[src/rtl/cache_mem_arbiter.sv]
// Shares one single-beat memory port between icache refills and dcache refills/writebacks.
// Optional CACHE_ARB_RR_EN: round-robin read grant (default build: dc read beats ic read).
module cache_mem_arbiter #(
  parameter int ADDR_W = 32,
  parameter int DATA_W = 32,
  parameter int BEATS  = 4
) (
  input  logic                    clk,
  input  logic                    rst_n,
  input  logic                    ic_rd_req_i,
  input  logic [ADDR_W-1:0]       ic_rd_addr_i,
  output logic                    ic_rd_rdy_o,
  output logic [DATA_W-1:0]       ic_rd_data_o,
  output logic [2:0]              ic_rd_num_o,
  input  logic                    dc_rd_req_i,
  input  logic [ADDR_W-1:0]       dc_rd_addr_i,
  output logic                    dc_rd_rdy_o,
  output logic [DATA_W-1:0]       dc_rd_data_o,
  output logic [2:0]              dc_rd_num_o,
  input  logic                    dc_wr_req_i,
  input  logic [ADDR_W-1:0]       dc_wr_addr_i,
  input  logic [BEATS*DATA_W-1:0] dc_wr_data_i,
  output logic                    dc_wr_rdy_o,
  output logic                    mem_req_o,
  output logic                    mem_we_o,
  output logic [ADDR_W-1:0]       mem_addr_o,
  output logic [DATA_W-1:0]       mem_wdata_o,
  input  logic                    mem_ack_i,
  input  logic [DATA_W-1:0]       mem_rdata_i
);

  localparam int BW  = $clog2(BEATS);
  localparam int OFS = $clog2(BEATS * DATA_W / 8);

  typedef enum logic [1:0] {IDLE, WB, RF} state_t;

  state_t                          state, state_nxt;
  logic                            wb_valid;
  logic [ADDR_W-OFS-1:0]           wb_base;
  logic [BEATS-1:0][DATA_W-1:0]    wb_line;
  logic [ADDR_W-OFS-1:0]           rd_base;
  logic                            gnt_dc;
  logic [BW-1:0]                   beat;
  logic                            grant, grant_dc;
  logic                            wb_capture, beat_done, last_beat, rd_fire;
  logic                            unused_addr_bits;

  assign unused_addr_bits = ^{ic_rd_addr_i[OFS-1:0], dc_rd_addr_i[OFS-1:0], dc_wr_addr_i[OFS-1:0]};

  assign dc_wr_rdy_o = !wb_valid;
  assign wb_capture  = dc_wr_req_i && !wb_valid;
  assign beat_done   = (state != IDLE) && mem_ack_i;
  assign last_beat   = beat_done && (beat == BW'(BEATS - 1));
  assign rd_fire     = (state == RF) && mem_ack_i;

  assign mem_req_o   = (state != IDLE);
  assign mem_we_o    = (state == WB);
  assign mem_addr_o  = mem_req_o ? {((state == WB) ? wb_base : rd_base), beat, {(OFS-BW){1'b0}}}
                                 : '0;
  assign mem_wdata_o = (state == WB) ? wb_line[beat] : '0;

`ifdef CACHE_ARB_RR_EN
  logic last_dc;
  // On a tie the requester that did not win last time goes first.
  wire  pick_dc = dc_rd_req_i && (!ic_rd_req_i || !last_dc);
`else
  wire  pick_dc = dc_rd_req_i;
`endif

  always_comb begin
    state_nxt = state;
    grant     = 1'b0;
    grant_dc  = 1'b0;
    case (state)
      IDLE: begin
        // A writeback landing this very cycle must still beat any read to memory.
        if (wb_valid || wb_capture) begin
          state_nxt = WB;
        end else if (ic_rd_req_i || dc_rd_req_i) begin
          state_nxt = RF;
          grant     = 1'b1;
          grant_dc  = pick_dc;
        end
      end
      WB, RF: begin
        if (last_beat) state_nxt = IDLE;
      end
      default: state_nxt = IDLE;
    endcase
  end

  always_ff @(posedge clk or negedge rst_n) begin
    if (!rst_n) begin
      state    <= IDLE;
      beat     <= '0;
      wb_valid <= 1'b0;
      wb_base  <= '0;
      wb_line  <= '0;
      rd_base  <= '0;
      gnt_dc   <= 1'b0;
    end else begin
      state <= state_nxt;
      if (beat_done) beat <= last_beat ? '0 : beat + 1'b1;
      if (wb_capture) begin
        wb_valid <= 1'b1;
        wb_base  <= dc_wr_addr_i[ADDR_W-1:OFS];
        wb_line  <= dc_wr_data_i;
      end else if ((state == WB) && last_beat) begin
        wb_valid <= 1'b0;
      end
      if (grant) begin
        gnt_dc  <= grant_dc;
        rd_base <= grant_dc ? dc_rd_addr_i[ADDR_W-1:OFS] : ic_rd_addr_i[ADDR_W-1:OFS];
      end
    end
  end

`ifdef CACHE_ARB_RR_EN
  always_ff @(posedge clk or negedge rst_n) begin
    if (!rst_n)     last_dc <= 1'b0;
    else if (grant) last_dc <= grant_dc;
  end
`endif

  // Read beats come back one cycle after their ack; data/num hold between pulses.
  always_ff @(posedge clk or negedge rst_n) begin
    if (!rst_n) begin
      ic_rd_rdy_o  <= 1'b0;
      ic_rd_data_o <= '0;
      ic_rd_num_o  <= '0;
      dc_rd_rdy_o  <= 1'b0;
      dc_rd_data_o <= '0;
      dc_rd_num_o  <= '0;
    end else begin
      ic_rd_rdy_o <= rd_fire && !gnt_dc;
      dc_rd_rdy_o <= rd_fire && gnt_dc;
      if (rd_fire && !gnt_dc) begin
        ic_rd_data_o <= mem_rdata_i;
        ic_rd_num_o  <= 3'(beat);
      end
      if (rd_fire && gnt_dc) begin
        dc_rd_data_o <= mem_rdata_i;
        dc_rd_num_o  <= 3'(beat);
      end
    end
  end

endmodule

[config.mk]
export PLATFORM = sky130hd
export DESIGN_NAME = cache_mem_arbiter
export DESIGN_NICKNAME = d
export VERILOG_FILES = /design/src/rtl/cache_mem_arbiter.sv
export SDC_FILE = /design/constraint.sdc
export NUM_CORES = 1
export LEC_CHECK = 0
export BUFFER_PORTS_ARGS = -buffer_cell sky130_fd_sc_hd__clkbuf_2
export CELL_PAD_IN_SITES_DETAIL_PLACEMENT = 0
export CELL_PAD_IN_SITES_GLOBAL_PLACEMENT = 1
export CORE_MARGIN = 5
export CORE_UTILIZATION = 40
export CTS_CLUSTER_SIZE = 25
export DETAILED_ROUTE_END_ITERATION = 10
export PLACE_DENSITY = 0.85
export SETUP_SLACK_MARGIN = 0.4
export SLEW_MARGIN = 20
export SYNTH_ARGS = -nofsm -noshare
export SYNTH_HDL_FRONTEND = slang
export SYNTH_SLANG_ARGS = --single-unit
[constraint.sdc]
create_clock -name clk -period 2.5 [get_ports clk]
set_clock_uncertainty 0.15 [all_clocks]
set_input_delay 0.5 -clock clk [delete_from_list [all_inputs] [get_ports clk]]
set_output_delay 0.5 -clock clk [all_outputs]
set_load 0.01 [all_outputs]
# After elaboration in Yosys (flattened, before gate mapping)
# Cells that the tools add are included.
# totals
memories	0
mem_bits_ro	0
latchBits	0
elab_cells	58
register_bits	260
input_bits	262
output_inout_bits	139
ramBits	0
# op_classes
n_mux	19
n_mul	0
n_lt_le_gt_ge	1
n_reduce_logical	16
bitwise	0
div_mod_pow	0
n_eq_ne	5
n_addsub	1
shift	0
# ops
op	count
$mux 32	3
$bmux 32 s2	1
$mux 28	2
$mux 1	8
$mux 2	4
$logic_and 1x1->1	7
$eq 2x2->1 const B	2
$pmux 2 s2	1
$reduce_bool 2->1	2
$lt 2x3->1 const B	1
$ne 3x3->1 const B	1
$add 2x1->2 const B	1
$eq 2x1->1 const B	1
$logic_not 1->1	2
$logic_not 2->1	1
$logic_or 1x1->1	2
$ne 2x2->1 const B	1
$reduce_and 2->1	1
$reduce_or 2->1	1

# Depth between registers and ports, before layout
# Gate-level depths: netlist of run 1.
# depth
depth_word	6
ltp_mapped	8

# Worst setup path after synthesis of run 1
# No wires, ideal clock.
# synth_path
kind	flip-flop to output port
start	reg state[1]
end	out mem_addr_o[24]
t_arrival_ps	1565
setup_slack_ps	285
stages_incl_launch_ff	7
required_ps	1850
path_cell_list	dfrtp_1 inv_1 ha_1 clkbuf_1 buf_1 mux2i_1 nor2_1
# synth_via
elab_chain_cells	3
word_cells_on_any_way	4
classes_between	1 x eq/ne; 2 x mux; 1 x reduce/logical
# synth_rtl
item	line_no	rtl
from (decl)	37	state_t state, state_nxt;
from (signal assigned)	102	state <= state_nxt;
$eq 2x1->1	-	
named net mem_we_o	25	output logic mem_we_o,
$mux 28	58	assign mem_addr_o = mem_req_o ? {((state == WB) ? wb_base : rd_base), beat, {(OFS-BW){1'b0}}}
$mux 32	58	
to (decl)	26	output logic [ADDR_W-1:0] mem_addr_o,
# The timed path passes the listed nets, and every way through them passes these cells.

# Final worst setup path of run 1
# layout_path
start	reg beat[0]
end	out mem_wdata_o[26]
# layout_via
elab_chain_cells	3
# layout_rtl
item	line_no	rtl
from (decl)	43	logic [BW-1:0] beat;
from (signal assigned)	103	if (beat_done) beat <= last_beat ? '0 : beat + 1'b1;
$bmux 32 s2	60	assign mem_wdata_o = (state == WB) ? wb_line[beat] : '0;
$mux 32 (implied by the code)	60	
$mux 32	60	
to (decl)	27	output logic [DATA_W-1:0] mem_wdata_o,
# Every way passes these cells. The select of a mux whose other input is x is not followed.

==> results by group, run 1 <==
Clock network
  – CTS tree: built
  – # clock sinks: 260
  – Clock latency on the worst-skew pair: between 0.5 and 0.6 ns
  – CTS Buf Count: 29
  – CTS H-tree lvls: 1
  – Clock buffer depth: 3
  – Clock transition at path regs: 0.06 ns
  – CTS Root Cell: clkbuf_16

Cells and area
  – Fin util: between 50% and 60%
  – Number of fill cells: roughly 2.3k
  – Share of post-route cells with drive strength above 1: about two thirds
  – Antenna fix cells: 0
  – Synth-to-layout area growth: 38.1%
  – Post-layout net count: 1472

STA
  – Tmin final: ~2.7 ns
  – Final setup vio count: between 50 and 60
  – RSZ-0062 raised after global routing: yes
  – Final-report hold violation count: 0
  – Worst-Margin Slew: 0.518 ns
  – Slew Viols, Final: 0
  – Period utilisation layout: 106%
  – Fmax: ~0.38 GHz
  – Setup WS post-layout: -0.161 ns
  – Max_slew headroom: approximately 65%
  – Worst hold margin: between 0.03 and 0.04 ns

Routing
  – WL final: about 32 mm
  – Pre-Repair DR Iteration Count: 4
  – Final ANT Viol Nets: 0
  – WL per Instance: 20.2 um
  – Starting DRC count in detailed routing: 279
  – Vias: approximately 8k
  – DRC Markers: 0
  – Via/cell ratio: ~5

Worst setup path
  – Worst Path Class, Setup: reg2out
  – Crit Path Max Fanout: 8
  – Worst Path Arrival: roughly 2 ns
  – Crit start category: register
  – CP top delay family: multiplexers
  – CP Cell Sequence: buf_4 > buf_12 > mux4_2 > and2_1 > clkbuf_2
  – Critical Path End Type: primary output
  – Max incr delay on CP: 0.50 ns
  – Critical Path RT: 1.85 ns
  – Worst path slowest cell: mux4_2
  – Worst path buffer plus inverter count: 3

Synthesis
  – Largest area contributor in the netlist: dfrtp_1
  – Yosys warnings: 0
  – Sequential fraction of the synthesis area: a little under three fifths
  – Area contributors post-synth: dfrtp_1, mux2_2, mux4_2
  – Top-area cell type share of the netlist area: a little under three fifths
  – Mapped cell area: 11300 um2
  – Mean Syn Cell Area: about 14 um2
  – Synth cell types: 31
  – Yosys reg bits: 260
  – Post-Syn Instances: between 700 and 800

Die
  – Die height: roughly 180 um
  – Boundary Pins: between 400 and 500
  – Initial core utilization: between 40% and 50%
  – Die Footprint: about 32000 um2
  – Row Count: 61
  – Core area: 27900 um2
  – Die Wd: 178 um

Global route
  – GRT Resource Usage Total: between 10% and 20%
  – Total global routing overflow: 0
  – Initial antenna violation count: 0
  – Vias in the first global route: about 8.7k
  – First-pass GRT wire length: around 48 mm
  – Largest net degree at the start of global routing: 60

Power and ir drop
  – Peak supply drop: slightly above 800 uV
  – Overall Power: between 15 and 20 mW
  – Lkg Pwr: ~7.6 nW
  – PwrDens: 1240 nW/um2

Placed design
  – Pre-CTS setup slack: roughly 0.28 ns
  – Gpl congestion: between 0.8 and 0.9
  – DP HPWL: between 20 and 25 mm
  – I/O Buffers: 384

Status
  – Outcome: finished with violations
  – Failing checks: setup timing

Min path
  – Hold/Removal Path Class: in2reg

Run
  – Maxcap violations: 0
## kinds of logic after synthesis
logic type                 count (synthesis)  share of synthesized area [%]
DFF                                      260                           57.4
and+or+nand+nor                           77                           3.60
muxes                                    286                           31.3
other                                      1                         0.0331
AOI/OAI and AO/OA                         89                           4.37
adders and majority gates                  4                          0.441
buffers and inverters                     67                           2.89
## placed cells by master (no fill, tap or decap), drive strengths merged, types with 2 or more instances in the layout
| cell type | n |
|---|---|
| mux2 | 226 |
| ha | 4 |
| clkbuf | 422 |
| mux4 | 32 |
| buf | 67 |
| nand3b | 2 |
| conb | 4 |
| nor2 | 31 |
| nand3 | 2 |
| o21ai | 56 |
| inv | 8 |
| and2 | 32 |
| nand2 | 2 |
| clkinv | 4 |
| nor2b | 4 |
| o22ai | 28 |
| clkinvlp | 2 |
| dfrtp | 260 |
| mux2i | 28 |
| bufbuf | 2 |
## power by group
group | internal, mW | total, mW | switching, mW
Clock | 2.54 | 4.22 | 1.67
Combinational | 4.69 | 7.98 | 3.30
Sequential | 6.15 | 7.16 | 1.01
Total | 13.4 | 19.4 | 5.98
## stage by stage
step	std cells	instance area, um2	TNS (ns)
final	1605	15700	-4.93
after detailed placement	1518	13800	0
after floorplan	787	11300	0
after global routing	1605	15700	-10.22
after CTS	1589	15300	-8.45
after global placement	1518	13800	0
## cell type report
class / count / area, um2 / share of cell area, %
Clock inverter: 8 / 73.8 / 0.472
Timing Repair Buffer: 448 / 2970 / 19.0
Inverter: 7 / 28.8 / 0.184
Tap cell: 378 / 473 / 3.02
Clock buffer: 44 / 892 / 5.70
Multi-Input combinational cell: 460 / 4710 / 30.1
Sequential cell: 260 / 6510 / 41.6
## per-layer routing
layer	global-route usage, %	vias to the layer above	wire length [um]
li1	-	3687	-
met4	5.40	0	948
met2	32.4	269	15900
met5	0	-	0
met1	24.4	4025	13100
met3	5.21	50	2460
## worst paths after layout
check / startpoint / endpoint / slack [ns] / cells after the start
worst min register to register: rd_base[27] / rd_base[27] / 0.35 / 2
worst min-delay path: dc_wr_data_i[21] / wb_line[21] / 0.03 / 2
worst max register to register: state[1] / rd_base[8] / 0.27 / 9
max in group asynchronous: rst_n / wb_line[33] / 1.09 / 3
worst max-delay path: beat[0] / mem_wdata_o[26] / -0.16 / 5
min in group asynchronous: rst_n / wb_base[26] / 0.35 / 2
## cell usage after synthesis
cell	number
a21o_1	1
a21oi_1	1
a41oi_1	1
and2_1	32
and4bb_2	1
buf_1	4
buf_2	25
buf_4	6
buf_6	3
clkbuf_1	22
conb_1	1
dfrtp_1	260
ha_1	4
inv_1	6
inv_2	1
mux2_2	226
mux2i_1	28
mux4_2	32
nand2_1	2
nand3_1	2
nand3b_1	2
nor2_1	31
nor2b_1	4
o21ai_0	36
o21ai_1	20
o221ai_1	1
o22ai_1	28
o2bb2a_1	1
or2_1	1
or3_1	1
or3b_1	1
## flip-flops by register name (all words and copies together), names as in the netlist
| name | count |
|---|---|
| dc_rd_num_o | 2 |
| dc_rd_rdy_o | 1 |
| ic_rd_num_o | 2 |
| rd_base | 28 |
| gnt_dc | 1 |
| wb_line | 128 |
| ic_rd_rdy_o | 1 |
| ic_rd_data_o | 32 |
| beat | 2 |
| state | 2 |
| wb_base | 28 |
| wb_valid | 1 |
| dc_rd_data_o | 32 |
## timing repair
action | in CTS | in global routing
gates cloned | 7 | 6
setup buffers | 11 | 10
hold endpoints to repair | 51 | 0
hold buffers | 1 | 0
setup endpoints to repair | 64 | 94
gates resized for setup | 57 | 66
pin swaps | 16 | 23
(Power assumes the default switching activity.)
==> run 2: changes to the inputs <==
--- a/config.mk
+++ b/config.mk
@@ -8,7 +8,6 @@
 export BUFFER_PORTS_ARGS = -buffer_cell sky130_fd_sc_hd__clkbuf_2
 export CELL_PAD_IN_SITES_DETAIL_PLACEMENT = 0
 export CELL_PAD_IN_SITES_GLOBAL_PLACEMENT = 1
-export CORE_MARGIN = 5
 export CORE_UTILIZATION = 40
 export CTS_CLUSTER_SIZE = 25
 export DETAILED_ROUTE_END_ITERATION = 10
@@ -18,3 +17,4 @@
 export SYNTH_ARGS = -nofsm -noshare
 export SYNTH_HDL_FRONTEND = slang
 export SYNTH_SLANG_ARGS = --single-unit
+export TNS_END_PERCENT = 10
==> run 2 against run 1 <==
  * The run still ends with setup timing left
  * Worst setup slack worse by 0.0074 ns
  * Non-clock buffer count is 25 lower
  * Critical endpoint is now mem_wdata_o[30]
  * Die area is 8.8% lower
  * Combinational power shrank 11%
==> results by group, run 2 (same netlist as run 1, synthesis figures left out) <==
Clock network
  – CTS Root Cell: clkbuf_16
  – CTS H-tree lvls: 1
  – Clock transition at path regs: approximately 0.06 ns
  – CTS tree: built
  – # clock sinks: 260
  – Clock buffer depth: 3
  – CTS Buf Count: 28
  – Clock latency on the worst-skew pair: approximately 0.53 ns

Worst setup path
  – Worst Path Class, Setup: reg2out
  – Crit Path Max Fanout: 5
  – Crit start category: register
  – Critical Path RT: roughly 1.9 ns
  – Reg2reg end: rd_base[1]
  – R2R Setup Slk: 0.44 ns
  – CP Launch Point: beat[0]
  – Critical Path End Type: primary output
  – Worst R2R Path Depth: 6
  – Worst Path Arrival: 2.02 ns
  – Reg-to-Reg Start: state[0]
  – Worst setup endpoint: mem_wdata_o[30]

Cells and area
  – Number of fill cells: between 2k and 2.5k
  – Synth-to-layout area growth: 33.8%
  – Share of post-route cells with drive strength above 1: 62.5%
  – Final std cells w/o fill: ~1.6k
  – Top Registers: wb_line x128, dc_rd_data_o x32, ic_rd_data_o x32
  – Max reg flops: about 130
  – Design Area, Final: around 15000 um2
  – Largest reg by FF count: wb_line
  – Most frequent cells in the layout: clkbuf_2, dfrtp_1, mux2_2, o21ai_0
  – Fin util: a little over half
  – Most common cell after layout, fill and taps aside: clkbuf_2
  – Post-layout net count: between 1k and 1.5k

Placed design
  – Placed inst area: 13900 um2
  – DP HPWL: around 21 mm
  – DP Cell Count: approximately 1.5k
  – I/O Buffers: 384
  – Gpl congestion: roughly 0.76
  – Pre-CTS setup slack: roughly 0.36 ns

Power and ir drop
  – Overall Power: 18.6 mW
  – Lkg Pwr: ~7.4 nW
  – Peak supply drop: around 750 uV
  – PwrDens: between 1000 and 1500 nW/um2

Routing
  – Final ANT Viol Nets: 0
  – Pre-Repair DR Iteration Count: 4
  – Starting DRC count in detailed routing: about 310
  – Vias: 7955
  – WL final: between 20 and 30 mm
  – WL per Instance: about 19 um
  – DRC Markers: 0
  – Via/cell ratio: around 5

STA
  – Setup TNS: -4.42 ns
  – Final setup vio count: 33
  – Setup WS post-layout: -0.169 ns
  – Slew Viols, Final: 0
  – Final-report hold violation count: 0
  – RSZ-0062 raised after global routing: yes
  – Period utilisation layout: 107%
  – Max_slew headroom: between 60% and 70%
  – Worst-Margin Slew: a little over 0.5 ns
  – Tmin final: 2.67 ns
  – Worst hold margin: ~0.045 ns
  – Fmax: between 0.3 and 0.4 GHz

Global route
  – Vias in the first global route: ~8.2k
  – Initial antenna violation count: 2
  – First-pass GRT wire length: approximately 45 mm
  – Largest net degree at the start of global routing: 59
  – Total global routing overflow: 0
  – GRT Resource Usage Total: 20.0%

Min path
  – Hold/Removal Path Class: in2reg

Die
  – Die height: between 150 and 200 um
  – Boundary Pins: 401
  – Row Count: between 60 and 70
  – Core area: 27900 um2
  – Die Wd: 170 um
  – Die Footprint: between 20000 and 30000 um2
  – Initial core utilization: between 40% and 50%

Run
  – Maxcap violations: 0

Status
  – Outcome: finished with violations
  – Failing checks: setup timing
## run 2: changes by cell type in the layout (fill, tap and decap cells not counted), moves of 3 or more
cell      change
o21ai_2      -27
o21ai_0      +24
buf_4        -12
buf_6        +12
buf_16        -6
buf_2         -6
buf_8         -5
clkbuf_2      -4
o21ai_1       +4
clkinv_2      +3
## run 2: metal layers
layer	GRT usage, %	wire length (um)
met1	25.0	12200
met2	33.9	14800
met3	5.21	2130
met4	6.07	659
met5	0	0
## run 2: worst max-delay path, cell delays in order, from the launching register on
cell and delay (ns):
dfrtp_2 0.42, buf_6 0.14, buf_12 0.12, mux4_2 0.52, and2_4 0.18, buf_6 0.11
## run 2: layout make-up
class | count | area, um2 | area share, %
clock inverters | 9 | 95.1 | 0.627
well taps | 378 | 473 | 3.12
clock buffers | 42 | 885 | 5.83
diodes | 1 | 2.50 | 0.0165
inverters | 7 | 26.3 | 0.173
multi-input cells | 460 | 4570 | 30.1
flip-flops and latches | 260 | 6510 | 42.9
repair buffers | 423 | 2610 | 17.2
## run 2: power by group
group          total (mW)  internal, mW  switching [mW]
logic                7.14          4.13            3.00
registers            7.18          6.15            1.03
clock network        4.31          2.63            1.67
## run 2: worst min path at each step
stage	from	end	slack [ns]	depth (start not counted)
global placement	rst_n	ic_rd_num_o[0]	0.33	1
finish	dc_wr_addr_i[15]	wb_base[11]	0.04	2
global route	dc_wr_addr_i[4]	wb_base[0]	0.02	2
CTS	dc_wr_data_i[119]	wb_line[119]	0.02	2
detailed placement	rst_n	dc_rd_data_o[27]	0.33	1
floorplan	rst_n	beat[0]	0.05	0
## run 2: what timing repair did
item	4_1_cts	5_1_grt
endpoints found under the hold margin	52	0
hold buffers	1	0
gates cloned	0	3
endpoints found under the setup margin	64	91
setup buffers	1	4
gates resized for setup	6	49
pin swaps	18	0
==> run 3: changes to the inputs <==
--- a/config.mk
+++ b/config.mk
@@ -12,7 +12,7 @@
 export CTS_CLUSTER_SIZE = 25
 export DETAILED_ROUTE_END_ITERATION = 10
 export PLACE_DENSITY = 0.85
-export SETUP_SLACK_MARGIN = 0.4
+export SETUP_SLACK_MARGIN = 0.15
 export SLEW_MARGIN = 20
 export SYNTH_ARGS = -nofsm -noshare
 export SYNTH_HDL_FRONTEND = slang
==> run 3 against run 2 <==
  * The run still ends with setup timing left
  * Count of clock-buffer cells in the layout increased by 3
  * Die area is the same
  * Total power barely moved
  * Via count is 0.57% lower
==> results by group, run 3 (same netlist as run 1, synthesis figures left out) <==
Worst setup path
  – Worst R2R Path Depth: 6
  – Critical Path RT: 1.85 ns
  – Crit start category: register
  – Reg-to-Reg Start: state[0]
  – Crit Path Max Fanout: 6
  – Critical Path End Type: primary output
  – CP Cell Sequence: buf_12 > clkbuf_16 > mux4_2 > and2_4 > buf_6
  – R2R Setup Slk: roughly 0.37 ns
  – Worst Path Arrival: roughly 2.0 ns
  – Worst path slowest cell: mux4_2
  – Reg2reg end: rd_base[0]
  – CP top delay family: multiplexers
  – Max incr delay on CP: 0.50 ns
  – Worst path buffer plus inverter count: 3
  – Worst Path Class, Setup: reg2out

Global route
  – Total global routing overflow: 0
  – First-pass GRT wire length: ~45 mm
  – Vias in the first global route: 8254
  – Largest net degree at the start of global routing: 68
  – GRT Resource Usage Total: 19.7%
  – Initial antenna violation count: 1

Cells and area
  – Max reg flops: roughly 130
  – Final std cells w/o fill: ~1.6k
  – Synth-to-layout area growth: 32.8%
  – Share of post-route cells with drive strength above 1: ~62%
  – Largest reg by FF count: wb_line
  – Most frequent cells in the layout: clkbuf_2, dfrtp_1, mux2_2, o21ai_0, clkbuf_16
  – Most common cell after layout, fill and taps aside: clkbuf_2
  – Top Registers: wb_line x128, dc_rd_data_o x32, ic_rd_data_o x32
  – Design Area, Final: around 15000 um2
  – Fin util: a little over half
  – Post-layout net count: ~1.4k
  – Number of fill cells: 2371

Routing
  – Final ANT Viol Nets: 0
  – WL per Instance: between 15 and 20 um
  – Via/cell ratio: 5.02
  – Vias: between 7k and 8k
  – DRC Markers: 0
  – Starting DRC count in detailed routing: 326
  – Pre-Repair DR Iteration Count: 4
  – WL final: between 20 and 30 mm

Clock network
  – Clock latency on the worst-skew pair: between 0.5 and 0.6 ns
  – CTS tree: built
  – CTS Buf Count: 29
  – CTS Root Cell: clkbuf_16
  – # clock sinks: between 200 and 300
  – CTS H-tree lvls: 1
  – Clock transition at path regs: roughly 0.06 ns
  – Clock buffer depth: 3

Placed design
  – DP Cell Count: ~1.5k
  – I/O Buffers: around 380
  – DP HPWL: approximately 21 mm
  – Pre-CTS setup slack: between 0.2 and 0.3 ns
  – Gpl congestion: 0.785
  – Placed inst area: approximately 14000 um2

Power and ir drop
  – Combinational share of power: a little under two fifths
  – Overall Power: ~19 mW
  – Internal power: around 13 mW
  – Reg power frac: approximately two fifths
  – Net Switching: approximately 5.7 mW
  – PwrDens: about 1200 nW/um2
  – Power share of the clock group: approximately a quarter
  – Peak supply drop: approximately 870 uV
  – Lkg Pwr: 7.30 nW
  – Sw Share: between 30 and 40%

STA
  – Tmin final: 2.68 ns
  – Slew Viols, Final: 0
  – Worst-Margin Slew: 0.513 ns
  – Final-report hold violation count: 0
  – Worst hold margin: 0.0333 ns
  – Max_slew headroom: between 60% and 70%
  – Fmax: 0.373 GHz
  – RSZ-0062 raised after global routing: yes
  – Setup WS post-layout: -0.183 ns
  – Setup TNS: -5.87 ns
  – Final setup vio count: 60
  – Period utilisation layout: 107%

Status
  – Failing checks: setup timing
  – Outcome: finished with violations

Die
  – Boundary Pins: 401
  – Core area: between 20000 and 30000 um2
  – Row Count: 61
  – Initial core utilization: approximately two fifths
  – Die Footprint: about 29000 um2
  – Die Wd: 170 um
  – Die height: approximately 170 um

Run
  – Maxcap violations: 0

Min path
  – Hold/Removal Path Class: in2reg
  – Hold Crit Start: dc_wr_data_i[9]
  – Hold Crit Depth: 2
  – Hold EP: wb_line[9]
## run 3: worst reg2reg max path: stages, from the launching register on
cell	delay, ns
dfrtp_1	0.42
inv_1	0.11
ha_2	0.30
or3b_1	0.39
or2_1	0.24
buf_4	0.24
o21ai_0	0.20
## run 3: how the worst max path moves through the flow
| stage | from | to | depth (start not counted) |
|---|---|---|---|
| floorplan | state[1] | mem_addr_o[24] | 6 |
| global placement | state[0] | rd_base[0] | 6 |
| detailed placement | state[0] | rd_base[0] | 6 |
| CTS | beat[0] | mem_wdata_o[25] | 4 |
| global route | beat[0] | mem_wdata_o[29] | 5 |
| finish | beat[0] | mem_wdata_o[29] | 5 |
## run 3: power groups by stage
| stage | Clock (mW) | Combinational, mW | Sequential [mW] |
|---|---|---|---|
| global route | 4.68 | 7.59 | 7.38 |
| global placement | 0 | 6.47 | 7.06 |
| detailed placement | 0 | 6.63 | 7.20 |
| floorplan | 0 | 4.18 | 7.12 |
| finish | 4.43 | 7.03 | 7.14 |
| CTS | 4.54 | 6.70 | 7.15 |
## run 3: area by class of cell
class,instances,area (um2),area share (%)
flip-flops and latches,260,6510,43.2
multi-input cells,460,4560,30.3
repair buffers,417,2480,16.5
clock buffers,45,886,5.88
well taps,378,473,3.14
clock inverters,8,121,0.806
inverters,7,26.3,0.174
diodes,2,5.00,0.0332
## run 3: timing repair
item	in CTS	in global routing
buffers inserted	0	2
setup endpoints to repair	64	64
gates resized for setup	6	26
gates cloned	0	5
hold buffers	1	0
pin swaps	5	0
hold endpoints to repair	30	0
## run 3: routing by layer
| metal | GRT usage, % | vias up | wire, um |
|---|---|---|---|
| met5 | 0 | - | 0 |
| met4 | 6.85 | 0 | 823 |
| met3 | 5.05 | 51 | 2190 |
| met2 | 33.4 | 279 | 14900 |
| met1 | 24.4 | 3966 | 12000 |
| li1 | - | 3614 | - |
